[config.mk]
export PLATFORM = sky130hd
export DESIGN_NAME = stage_elastic_buf
export DESIGN_NICKNAME = d
export VERILOG_FILES = /design/src/rtl/stage_pkg.sv /design/src/rtl/stage_buf_mem.sv /design/src/rtl/stage_elastic_buf.sv
export SDC_FILE = /design/constraint.sdc
export NUM_CORES = 1
export LEC_CHECK = 0
export ABC_AREA = 1
export BUFFER_PORTS_ARGS = -buffer_cell sky130_fd_sc_hd__buf_2
export CAP_MARGIN = 20
export CORE_UTILIZATION = 51
export CTS_CLUSTER_SIZE = 24
export DETAILED_ROUTE_END_ITERATION = 8
export GPL_ROUTABILITY_DRIVEN = 0
export GPL_TIMING_DRIVEN = 0
export PLACE_DENSITY = 0.78
export SLEW_MARGIN = 20
export SYNTH_ARGS = -nofsm -noshare
export SYNTH_HDL_FRONTEND = slang
export SYNTH_HIERARCHICAL = 1
export SYNTH_SLANG_ARGS = --single-unit
[constraint.sdc]
create_clock -name clk -period 2.7 [get_ports clk]
set_input_delay 0.27 -clock clk [delete_from_list [all_inputs] [get_ports clk]]
set_output_delay 0.27 -clock clk [all_outputs]
set_load 0.005 [all_outputs]
[src/rtl/stage_pkg.sv]
// rtl/stage_pkg.sv - shared sizing helpers and defaults for the elastic stage buffer
package stage_pkg;

  localparam int DEFAULT_WIDTH = 32;
  localparam int DEFAULT_DEPTH = 2;

  function automatic int ptr_w(input int depth);
    return (depth > 1) ? $clog2(depth) : 1;
  endfunction

  function automatic int cnt_w(input int depth);
    return $clog2(depth + 1);
  endfunction

  function automatic bit depth_ok(input int depth);
    return (depth >= 2) && ((depth & (depth - 1)) == 0);
  endfunction

  typedef logic [$clog2(DEFAULT_DEPTH + 1)-1:0] count_t;

endpackage

[src/rtl/stage_buf_mem.sv]
// rtl/stage_buf_mem.sv - DEPTH x WIDTH register array, one write port, async read port
module stage_buf_mem #(
  parameter int WIDTH = 32,
  parameter int DEPTH = 2,
  parameter int AW    = 1
) (
  input  logic             clk,
  input  logic             wen,
  input  logic [AW-1:0]    waddr,
  input  logic [WIDTH-1:0] wdata,
  input  logic [AW-1:0]    raddr,
  output logic [WIDTH-1:0] rdata
);

  // storage is intentionally not reset; validity is tracked by the owner's count
  logic [WIDTH-1:0] mem [DEPTH];

  always_ff @(posedge clk) begin
    if (wen) mem[waddr] <= wdata;
  end

  assign rdata = mem[raddr];

endmodule

[src/rtl/stage_elastic_buf.sv]
// rtl/stage_elastic_buf.sv - elastic valid/ready stage buffer with flush; STAGE_BUF_BYPASS_EN adds empty pass-through
module stage_elastic_buf
  import stage_pkg::*;
#(
  parameter int WIDTH = DEFAULT_WIDTH,
  parameter int DEPTH = DEFAULT_DEPTH
) (
  input  logic                         clk,
  input  logic                         rst,
  input  logic                         flush,
  input  logic                         s_valid,
  output logic                         s_ready,
  input  logic [WIDTH-1:0]             s_data,
  output logic                         m_valid,
  input  logic                         m_ready,
  output logic [WIDTH-1:0]             m_data,
  output logic [$clog2(DEPTH+1)-1:0]   count
);

  localparam int PW = ptr_w(DEPTH);
  localparam int CW = cnt_w(DEPTH);
  localparam logic [CW-1:0] FULL_CNT = CW'(DEPTH);

  if (!depth_ok(DEPTH)) begin : g_bad_depth
    $error("stage_elastic_buf: DEPTH must be a power of two and >= 2");
  end

  logic [PW-1:0]    wr_ptr;
  logic [PW-1:0]    rd_ptr;
  logic [WIDTH-1:0] rdata;
  logic             empty;
  logic             push;
  logic             push_mem;
  logic             pop_mem;

  assign empty   = (count == '0);
  // ready depends only on registered occupancy and flush, never on m_ready
  assign s_ready = (count != FULL_CNT) & ~flush;
  assign push    = s_valid & s_ready;

`ifdef STAGE_BUF_BYPASS_EN
  logic pass;
  assign pass     = empty & ~flush;
  assign m_valid  = pass ? s_valid : ~empty;
  assign m_data   = pass ? s_data : rdata;
  // a payload consumed straight through never touches storage
  assign push_mem = push & ~(pass & m_ready);
  assign pop_mem  = ~empty & m_ready;
`else
  assign m_valid  = ~empty;
  assign m_data   = rdata;
  assign push_mem = push;
  assign pop_mem  = m_valid & m_ready;
`endif

  always_ff @(posedge clk or negedge rst) begin
    if (!rst) begin
      wr_ptr <= '0;
      rd_ptr <= '0;
      count  <= '0;
    end else if (flush) begin
      wr_ptr <= '0;
      rd_ptr <= '0;
      count  <= '0;
    end else begin
      if (push_mem) wr_ptr <= wr_ptr + PW'(1);
      if (pop_mem)  rd_ptr <= rd_ptr + PW'(1);
      count <= count + CW'(push_mem) - CW'(pop_mem);
    end
  end

  stage_buf_mem #(
    .WIDTH (WIDTH),
    .DEPTH (DEPTH),
    .AW    (PW)
  ) u_mem (
    .clk   (clk),
    .wen   (push_mem),
    .waddr (wr_ptr),
    .wdata (s_data),
    .raddr (rd_ptr),
    .rdata (rdata)
  );

endmodule
==> metrics.md, run 1 <==
| Metric | Value |
|---|---|
| Reg-to-Reg Start | `count[0]` |
| Max Cap Viol | `0` |
| Cell count after synthesis | `207` |
| First-pass GRT wire length | `6840 µm` |
| Max Root-Sink Buffers | `2` |
| Largest stage delay, worst path | `0.53 ns` |
| Crit path max-delay family | `buffers and inverters` |
| Pleak | `1.48 nW` |
| Post-CTS Setup Inserts | `0` |
| DRC marker count from the first detailed-route iteration | `58` |
| Global-route usage over all layers | `0.176` |
| RR Endpoint | `u_mem/mem[1][6]` |
| Area growth, synth to finish | `24.8%` |
| Diodes inserted | `0` |
| Worst Tran Pin Value | `0.714 ns` |
| Global routing's busiest layer | `met2` |
| Hold Slack | `0.127 ns` |
| Max frequency | `588 MHz` |
| Drt total wl | `4430 µm` |
| IO buf count | `72` |
| CTS tree | `yes` |
| XOR/XNOR share of the synthesized area | `0` |
| Finished Layout Cells | `367` |
| Worst setup path class | `flop to flop` |
| Min-delay worst type | `input port to flop` |
| Clk_skew | `0.00564 ns` |
| Critical Path AT | `1.66 ns` |
| Post-synth EDFFs | `64` |
| Worst-Skew Late Latency | `0.33 ns` |
| Place WS | `0.996 ns` |
| Hold path endpoint | `u_mem/mem[0][7]` |
| Die ar. | `0.00555 mm²` |
| Cell area after synthesis | `0.00268 mm²` |
| Initial antenna violation count | `0` |
| Vias post-DR | `1695` |
| HPWL Detailed | `2970 µm` |
| Vias in the first global route | `1587` |
| Syn_area_per_cell | `13.0 µm²` |
| Rows | `26` |
| Worst path bufs/invs | `3` |
| CP cell instances | `inv_1 > nand2_1 > nand3_2 > inv_1 > nand2_1 > inv_2` |
| Hold depth | `1` |
| RSZ-0062 raised after global routing | `no` |
| Multiplexer area fraction after synthesis | `0` |
| Total clock sinks | `68` |
| Final Critical Period | `1.70 ns` |
| Synth Area in Compound Gates | `0.00373` |
| Filler cells | `396` |
| Post-Synth Adder-Cell Area | `0.00933` |
| Vias per cell | `4.62` |
| Tot Pwr | `2.78 mW` |
| Wire per inst | `12.1 µm` |
| Num ports | `73` |
| Initial core utilization | `0.528` |
| P per Cell Area | `831 mW/mm²` |
| Min-delay src | `s_data[7]` |
| Gr ovfl total | `0` |
| DRC violation count after routing | `0` |
| GR Util met2 | `0.295` |
| Final worst slack | `1.00 ns` |
| Simple-Gate Fraction of Synth Area | `0.176` |
| Root Driver | `clkbuf_8` |
| Slew Viols, Final | `0` |
| Fin nets | `331` |
| Synth Flop Type | `edfxtp_1` |
| Yosys top cell area share | `0.717` |
| Most frequent cell after synthesis | `nand2_1` |
| Rel. slew slack | `0.523` |
| Synth cell types | `16` |
| Leading cell types by count after synthesis | `nand2_1 (96), edfxtp_1 (64), inv_1 (11), nand2_2 (11), dfrtp_1 (4)` |
| 1st-pass router iterations | `4` |
| Startpoint types | `flop` |
| Worst Setup End Kind | `flop` |
| GR Util met3 | `0.0583` |
| Final Hold Viols | `0` |
| Crit share post-route | `0.630` |
| Worst Path Required | `2.66 ns` |
| Die X | `74.5 µm` |
| CP Max Fanout | `32` |
| Synth area leader | `edfxtp_1` |
| Post-route ant nets | `0` |
| Number of placed cells counting well taps | `350` |
| R2R Setup Slk | `1.0 ns` |
| Share of layout cells above drive strength 1 | `0.367` |
| Die Ht | `74.5 µm` |
| Outcome | `finished, final reports clean` |
| Syn Nets | `246` |
| Largest net degree at the start of global routing | `33` |
| Cts bufs inserted | `9` |
| M1 GR Usage | `0.192` |
| Yosys Warn Count | `6` |
| Asr flop ratio synth | `0.0588` |
| Core area | `0.00507 mm²` |
| Top post-synthesis cells by area | `edfxtp_1 (72%), nand2_1 (13%), dfrtp_1 (3.7%)` |
| Clock-pin slew on the worst setup and hold paths | `0.06 ns` |
| Largest family of logic cells by synthesized area | `simple AND/OR/NAND/NOR gates` |
| Reg2reg path depth | `6` |
| Final setup fails | `0` |
| Peak VDD IR | `0.000396 V` |
| Flop and latch count out of synthesis | `68` |
| CTS H-Tree Depth | `3` |
| Sequential area share after synthesis | `0.754` |
| CP max stage cell | `inv_2` |
## worst max-delay path by stage
stage	slack, ns	to	cells past startpoint	from
2_1_floorplan	0.21	u_mem/mem[0][0]	6	count[0]
3_3_place_gp	-0.57	u_mem/mem[0][6]	6	count[0]
3_5_place_dp	1.0	u_mem/mem[1][0]	6	count[0]
4_1_cts	0.98	u_mem/mem[1][6]	6	count[0]
5_1_grt	0.87	u_mem/mem[1][6]	6	count[0]
6_report	1.0	u_mem/mem[1][6]	6	count[0]
## flip-flops by register name, indices dropped and copies added, names as in the netlist
| name | count |
|---|---|
| count | 2 |
| u_mem/mem | 64 |
| rd_ptr | 1 |
| wr_ptr | 1 |
## worst register-to-register path, stage by stage (launching register included)
cell,delay (ns)
dfrtp_1,0.37
inv_1,0.08
nand2_1,0.10
nand3_2,0.10
inv_1,0.08
nand2_1,0.06
inv_2,0.53
## layout make-up
type | count | area, µm² | share of cell area
Sequential cell | 68 | 2020 | 0.604
Multi-Input combinational cell | 119 | 515 | 0.154
Timing Repair Buffer | 74 | 398 | 0.119
Clock buffer | 14 | 163 | 0.0486
Buffer | 7 | 95.1 | 0.0284
Tap cell | 70 | 87.6 | 0.0262
Inverter | 13 | 56.3 | 0.0168
Clock inverter | 2 | 10.0 | 0.00299
## power breakdown
| part | total [mW] | internal (mW) | switching (mW) |
|---|---|---|---|
| combinational | 0.756 | 0.336 | 0.420 |
| clock | 0.714 | 0.382 | 0.333 |
| sequential | 1.31 | 1.27 | 0.0414 |
## stage by stage
| step | TNS [ns] | utilization | instance area (µm²) |
|---|---|---|---|
| 3_3_place_gp | -18.18 | 0.617 | 3130 |
| 6_report | 0 | 0.660 | 3350 |
| 5_1_grt | 0 | 0.660 | 3350 |
| 4_1_cts | 0 | 0.660 | 3350 |
| 3_5_place_dp | 0 | 0.624 | 3160 |
| 2_1_floorplan | 0 | - | 2680 |
## routing by layer
| metal | wire length (µm) | vias to the layer above | part of all wire |
|---|---|---|---|
| met3 | 292 | 7 | 0.066 |
| met5 | 0 | - | 0 |
| met1 | 1790 | 775 | 0.40 |
| met2 | 2270 | 55 | 0.51 |
| met4 | 71 | 0 | 0.016 |
| li1 | - | 858 | - |
## cell usage in the layout, fill, tap and decap left out, types with 2 or more instances in the layout
cell type,instances
a21oi_1,2
dfrtp_1,4
inv_1,10
buf_6,3
clkbuf_1,3
clkbuf_8,14
ha_1,2
buf_2,72
inv_2,2
nand2_1,96
nor2_1,2
nand3_1,2
clkinv_2,2
edfxtp_1,64
nand4_1,2
nand2_2,11
## cell families (layout without fill, tap and decap cells)
| family | after synthesis | after routing |
|---|---|---|
| and+or+nand+nor | 115 | 115 |
| DFF | 68 | 68 |
| buffers and inverters | 20 | 110 |
| adders and majority gates | 2 | 2 |
| AOI/OAI and AO/OA | 2 | 2 |
## timing repair
item,CTS,global route
gates resized for setup,0,0
hold buffers,1,0
endpoints found under the hold margin,4,0
Power figures use the tool's default switching activity.
==> inputs of run 2 (changes only) <==
- clock period: 2.7 -> 1.8 ns (I/O delays scaled with it)
==> run 2 against run 1 <==
Net effect: sequential cell count is the same; die area unchanged; register-to-register slack lost 0.79 ns; utilization is 0.20 points lower; count of clock-buffer cells in the layout down 1; maximum frequency rose by 6.9%; combinational power grew 48%; via count rose by 2.0%; wire length grew 1.8%; cell area down 0.30%; critical path type unchanged.
==> metrics.md, run 2 (synthesis gave the netlist of run 1 again) <==
| Metric | Value |
|---|---|
| Outcome | `finished, final reports clean` |
| RR Endpoint | `u_mem/mem[0][27]` |
| Post-route ant nets | `0` |
| Area after DPL | `0.00314 mm²` |
| Total clock sinks | `68` |
| DRC violation count after routing | `0` |
| Largest net degree at the start of global routing | `33` |
| 1st-pass router iterations | `4` |
| Finished Layout Cells | `367` |
| Vias post-DR | `1729` |
| Switching pwr | `1.20 mW` |
| CP Max Fanout | `16` |
| Rows | `26` |
| Final Critical Period | `1.59 ns` |
| CTS tree | `yes` |
| Crit path max-delay family | `simple AND/OR/NAND/NOR gates` |
| Logic pwr share | `0.264` |
| Die ar. | `0.00555 mm²` |
| Slew Viols, Final | `0` |
| Peak VDD IR | `0.000729 V` |
| Sum Neg Setup Slack | `0 ns` |
| Reg2reg path depth | `5` |
| Tot Pwr | `4.23 mW` |
| IO buf count | `72` |
| Share of layout cells above drive strength 1 | `0.357` |
| Worst Path Required | `1.76 ns` |
| Min-delay worst type | `input port to flop` |
| Worst Setup End Kind | `flop` |
| Global-route usage over all layers | `0.175` |
| Most common cell after layout, fill and taps aside | `nand2_1` |
| Hold Slack | `0.0367 ns` |
| Final Hold Viols | `0` |
| Share of power burned in registers | `0.466` |
| DRC marker count from the first detailed-route iteration | `88` |
| Worst path bufs/invs | `2` |
| Switching portion of total power | `0.284` |
| Clock share of power | `0.270` |
| CP max stage cell | `dfrtp_1` |
| RSZ-0062 raised after global routing | `no` |
| Num ports | `73` |
| Cts bufs inserted | `9` |
| Register with the most flip-flops | `u_mem/mem` |
| Critical Path AT | `1.55 ns` |
| Max Cap Viol | `0` |
| Vias per cell | `4.71` |
| Levels on crit path | `5` |
| Final setup fails | `0` |
| Final worst slack | `0.209 ns` |
| Pleak | `1.47 nW` |
| Place WS | `-0.0860 ns` |
| Worst Tran Pin Value | `0.506 ns` |
| Gr ovfl total | `0` |
| Max frequency | `629 MHz` |
| Area growth, synth to finish | `24.5%` |
| Initial antenna violation count | `0` |
| P per Cell Area | `1270 mW/mm²` |
| Startpoint types | `flop` |
| Max Root-Sink Buffers | `2` |
| Vias in the first global route | `1584` |
| Initial core utilization | `0.528` |
| CTS H-Tree Depth | `3` |
| R2R Setup Slk | `0.21 ns` |
| Rel. slew slack | `0.662` |
| Die X | `74.5 µm` |
| Largest register FFs | `64` |
| Clock-pin slew on the worst setup and hold paths | `0.07 ns` |
| Number of placed cells counting well taps | `349` |
| Reg-to-Reg Start | `count[1]` |
| Drt total wl | `4510 µm` |
| Die Ht | `74.5 µm` |
| Internal | `3.03 mW` |
| Fin nets | `331` |
| Crit share post-route | `0.884` |
| Clk_skew | `0.00884 ns` |
| Most frequent cells in the layout | `nand2_1 (96), buf_2 (72), edfxtp_1 (64), clkbuf_8 (12), nand2_2 (11)` |
| Design Area, Final | `0.00334 mm²` |
| Core area | `0.00507 mm²` |
| End of the critical path | `u_mem/mem[0][27]` |
| Critical Path Start | `count[1]` |
| Root Driver | `clkbuf_8` |
| First-pass GRT wire length | `6820 µm` |
| Wire per inst | `12.3 µm` |
| Util after Layout | `0.658` |
| Post-CTS Setup Inserts | `0` |
| Worst-Skew Late Latency | `0.33 ns` |
| HPWL Detailed | `2870 µm` |
| Top Registers | `u_mem/mem: 64 flops, count: 2 flops` |
| Worst setup path class | `flop to flop` |
| Largest stage delay, worst path | `0.42 ns` |
| CP cell instances | `nand2_1 > nand3_2 > inv_1 > inv_1 > nor2_4` |
| Diodes inserted | `0` |
| CP dominant cell by count | `inv_1` |
[run 2: cell count changes in the layout (fill, tap and decap cells not counted)]
cell | previous run | this run
inv_4 | 0 | 1
clkbuf_1 | 3 | 4
buf_16 | 1 | 0
clkbuf_8 | 14 | 12
inv_2 | 2 | 1
clkinv_2 | 2 | 0
clkinv_1 | 0 | 2
nor2_4 | 1 | 2
bufinv_16 | 0 | 1
[run 2: how the worst min path moves through the flow]
| stage | start | endpoint | slack (ns) | depth (start not counted) |
|---|---|---|---|---|
| after floorplan | rst | count[0] | -0.12 | 0 |
| after global placement | rst | wr_ptr | -0.005 | 1 |
| after detailed placement | rst | wr_ptr | -0.003 | 1 |
| after CTS | s_data[25] | u_mem/mem[0][25] | 0.02 | 1 |
| after global routing | s_data[25] | u_mem/mem[0][25] | 0.02 | 1 |
| final | s_data[20] | u_mem/mem[1][20] | 0.04 | 1 |
[run 2: power groups by stage]
stage / clock network, mW / logic, mW / registers (mW)
3_5_place_dp: 0 / 1.12 / 2.00
3_3_place_gp: 0 / 1.10 / 2.00
2_1_floorplan: 0 / 0.682 / 1.99
4_1_cts: 1.16 / 1.13 / 1.97
5_1_grt: 1.22 / 1.29 / 1.99
6_report: 1.14 / 1.12 / 1.97
[run 2: layout make-up]
class	instances	area, µm²
Tap cell	70	87.6
Timing Repair Buffer	73	370
Multi-Input combinational cell	120	527
Sequential cell	68	2020
Buffer	7	95.1
Clock buffer	13	139
Inverter	13	58.8
Clock inverter	3	37.5
Fill cell	395	1740
[run 2: layer usage]
layer / GRT usage / vias to the layer above / wire (µm)
li1: - / 860 / -
met1: 0.201 / 793 / 1900
met2: 0.284 / 65 / 2210
met3: 0.0569 / 11 / 310
met4: 0.107 / 0 / 91
met5: 0 / - / 0
[run 2: worst register-to-register path, cell delays in order, from the launching register on]
cell and delay (ns):
dfrtp_1 0.42, nand2_1 0.12, nand3_2 0.09, inv_1 0.08, inv_1 0.10, nor2_4 0.42
[run 2: timing repair]
item | 4_1_cts | 5_1_grt
endpoints found under the hold margin | 4 | 0
hold buffers | 1 | 0
resized for setup | 1 | 2
cloned | 1 | 0
setup endpoints to repair | 32 | 24
==> inputs of run 3 (changes only) <==
- CORE_ASPECT_RATIO: not set -> 1.25
- clock period: 1.8 -> 1.6 ns (I/O delays scaled with it)
==> run 3 against run 2 <==
Net effect: worst setup slack lost 0.15 ns; utilization grew 2.0 points; non-clock buffer count grew 8; sequential cell count is the same; wire length grew 3.4%; hold slack lost 0.013 ns; sequential share of layout area shrank 1.8 points; critical path depth grew 5.
==> metrics.md, run 3 (synthesis gave the netlist of run 1 again) <==
| Metric | Value |
|---|---|
| Clock-pin slew on the worst setup and hold paths | `0.06 ns` |
| Area growth, synth to finish | `28.3%` |
| Initial antenna violation count | `0` |
| Worst setup path class | `input port to flop` |
| Fin nets | `340` |
| Drt total wl | `4660 µm` |
| Final setup fails | `0` |
| Total clock sinks | `68` |
| CTS tree | `yes` |
| Filler cells | `400` |
| Worst Setup End Kind | `flop` |
| Hold path endpoint | `u_mem/mem[0][14]` |
| P per Cell Area | `1360 mW/mm²` |
| Final Hold Viols | `0` |
| HPWL Detailed | `2880 µm` |
| Clk_skew | `0.00520 ns` |
| RR Endpoint | `count[1]` |
| Peak VDD IR | `0.000834 V` |
| CP Max Fanout | `6` |
| Num ports | `73` |
| Max Cap Viol | `0` |
| First-pass GRT wire length | `7350 µm` |
| Cts bufs inserted | `9` |
| Min-delay src | `s_data[14]` |
| Multi-input logic area | `543 µm²` |
| CTS H-Tree Depth | `3` |
| Vias in the first global route | `1660` |
| Final Critical Period | `1.54 ns` |
| Max frequency | `649 MHz` |
| Register with the most flip-flops | `u_mem/mem` |
| Hold Slack | `0.0236 ns` |
| Worst Tran Pin Value | `0.281 ns` |
| FF+latch area | `0.00202 mm²` |
| Outcome | `finished, final reports clean` |
| Gr ovfl total | `0` |
| Post-route ant nets | `0` |
| Die X | `66.9 µm` |
| Worst Path Required | `1.82 ns` |
| 1st-pass router iterations | `4` |
| Diodes inserted | `0` |
| Rows | `29` |
| Rel. slew slack | `0.813` |
| Reg-to-Reg Start | `count[1]` |
| IO buf count | `72` |
| Startpoint types | `input port` |
| Global-route usage over all layers | `0.186` |
| Pleak | `1.51 nW` |
| Util after Layout | `0.677` |
| Largest register FFs | `64` |
| Slew Viols, Final | `0` |
| Critical Path Start | `flush` |
| DRC violation count after routing | `0` |
| Vias per cell | `4.70` |
| Worst-Skew Late Latency | `0.32 ns` |
| Largest net degree at the start of global routing | `17` |
| Reg2reg path depth | `10` |
| Most common cell after layout, fill and taps aside | `nand2_1` |
| Most frequent cells in the layout | `nand2_1 (95), buf_2 (72), edfxtp_1 (64), nand2_2 (12), clkbuf_8 (12)` |
| Initial core utilization | `0.528` |
| Core area | `0.00508 mm²` |
| GR Util met3 | `0.0453` |
| M1 GR Usage | `0.219` |
| GR Util met2 | `0.297` |
| Wire per inst | `12.7 µm` |
| Max Root-Sink Buffers | `2` |
| Die Ht | `83.1 µm` |
| Crit share post-route | `0.963` |
| Top Registers | `u_mem/mem: 64 flops, count: 2 flops` |
| Vias post-DR | `1726` |
| Min-delay worst type | `input port to flop` |
| DRC marker count from the first detailed-route iteration | `75` |
| Share of layout cells above drive strength 1 | `0.400` |
| Die ar. | `0.00555 mm²` |
| R2R Setup Slk | `0.10 ns` |
| Global routing's busiest layer | `met2` |
| Hold depth | `1` |
| Root Driver | `clkbuf_8` |
| Critical Path AT | `1.76 ns` |
## run 3: cell count changes in the layout (fill, tap and decap cells not counted), sizes merged
cell,delta
bufinv,-1
inv,-1
buf,+7
clkbuf,-2
clkinv,+2
dlygate4sd3,+1
clkinvlp,+2
## run 3: stage by stage
| stage | power, mW | instances | setup TNS (ns) | setup WS (ns) | area (µm²) |
|---|---|---|---|---|---|
| finish | 4.67 | 367 | 0 | 0.0589 | 3440 |
| CTS | 4.69 | 366 | 0 | 0.0639 | 3420 |
| detailed placement | 3.51 | 341 | -16.97 | -0.284 | 3130 |
| floorplan | 3.02 | 207 | 0 | 0.00240 | 2700 |
| global route | 4.96 | 367 | -0.00273 | -0.00273 | 3440 |
| global placement | 3.49 | 341 | -16.01 | -0.257 | 3130 |
## run 3: per-layer routing
metal / wire length, µm / up-vias
met5: 0 / -
met4: 27 / 0
met3: 242 / 2
met2: 2510 / 50
met1: 1890 / 799
li1: - / 875
## run 3: area by class of cell
| cell class | count | share of cell area |
|---|---|---|
| sequential | 68 | 0.588 |
| multi-input combinational | 120 | 0.158 |
| timing repair buffer | 81 | 0.140 |
| clock buffer | 11 | 0.0382 |
| buffer | 7 | 0.0276 |
| tap | 62 | 0.0225 |
| inverter | 13 | 0.0182 |
| clock inverter | 4 | 0.00509 |
| timing repair inverter | 1 | 0.00218 |
## run 3: worst max-delay path by stage
stage	to	slack, ns	depth (start not counted)
final	count[1]	0.06	10
after detailed placement	u_mem/mem[0][4]	-0.28	6
after floorplan	u_mem/mem[0][0]	0.002	6
after CTS	count[1]	0.06	10
after global routing	count[1]	-0.003	10
after global placement	u_mem/mem[0][1]	-0.26	5
## run 3: worst max-delay path, stage by stage
cell	delay, ns
dlygate4sd3_1	0.54
buf_2	0.15
inv_4	0.09
nand3_4	0.09
ha_1	0.29
inv_1	0.06
ha_2	0.18
nand3_1	0.09
nand2_1	0.07
nor2_1	0.03
## run 3: where the power goes
part	total, mW	internal [mW]	switching (mW)
Sequential	2.23	2.14	0.0827
Combinational	1.36	0.634	0.730
Clock	1.08	0.538	0.541
## run 3: timing repair
action,CTS,global route
hold endpoints to repair,5,0
setup endpoints to repair,64,10
cloned,2,0
buffers inserted,6,1
pin swaps,1,0
resized for setup,2,6
hold buffers,2,0
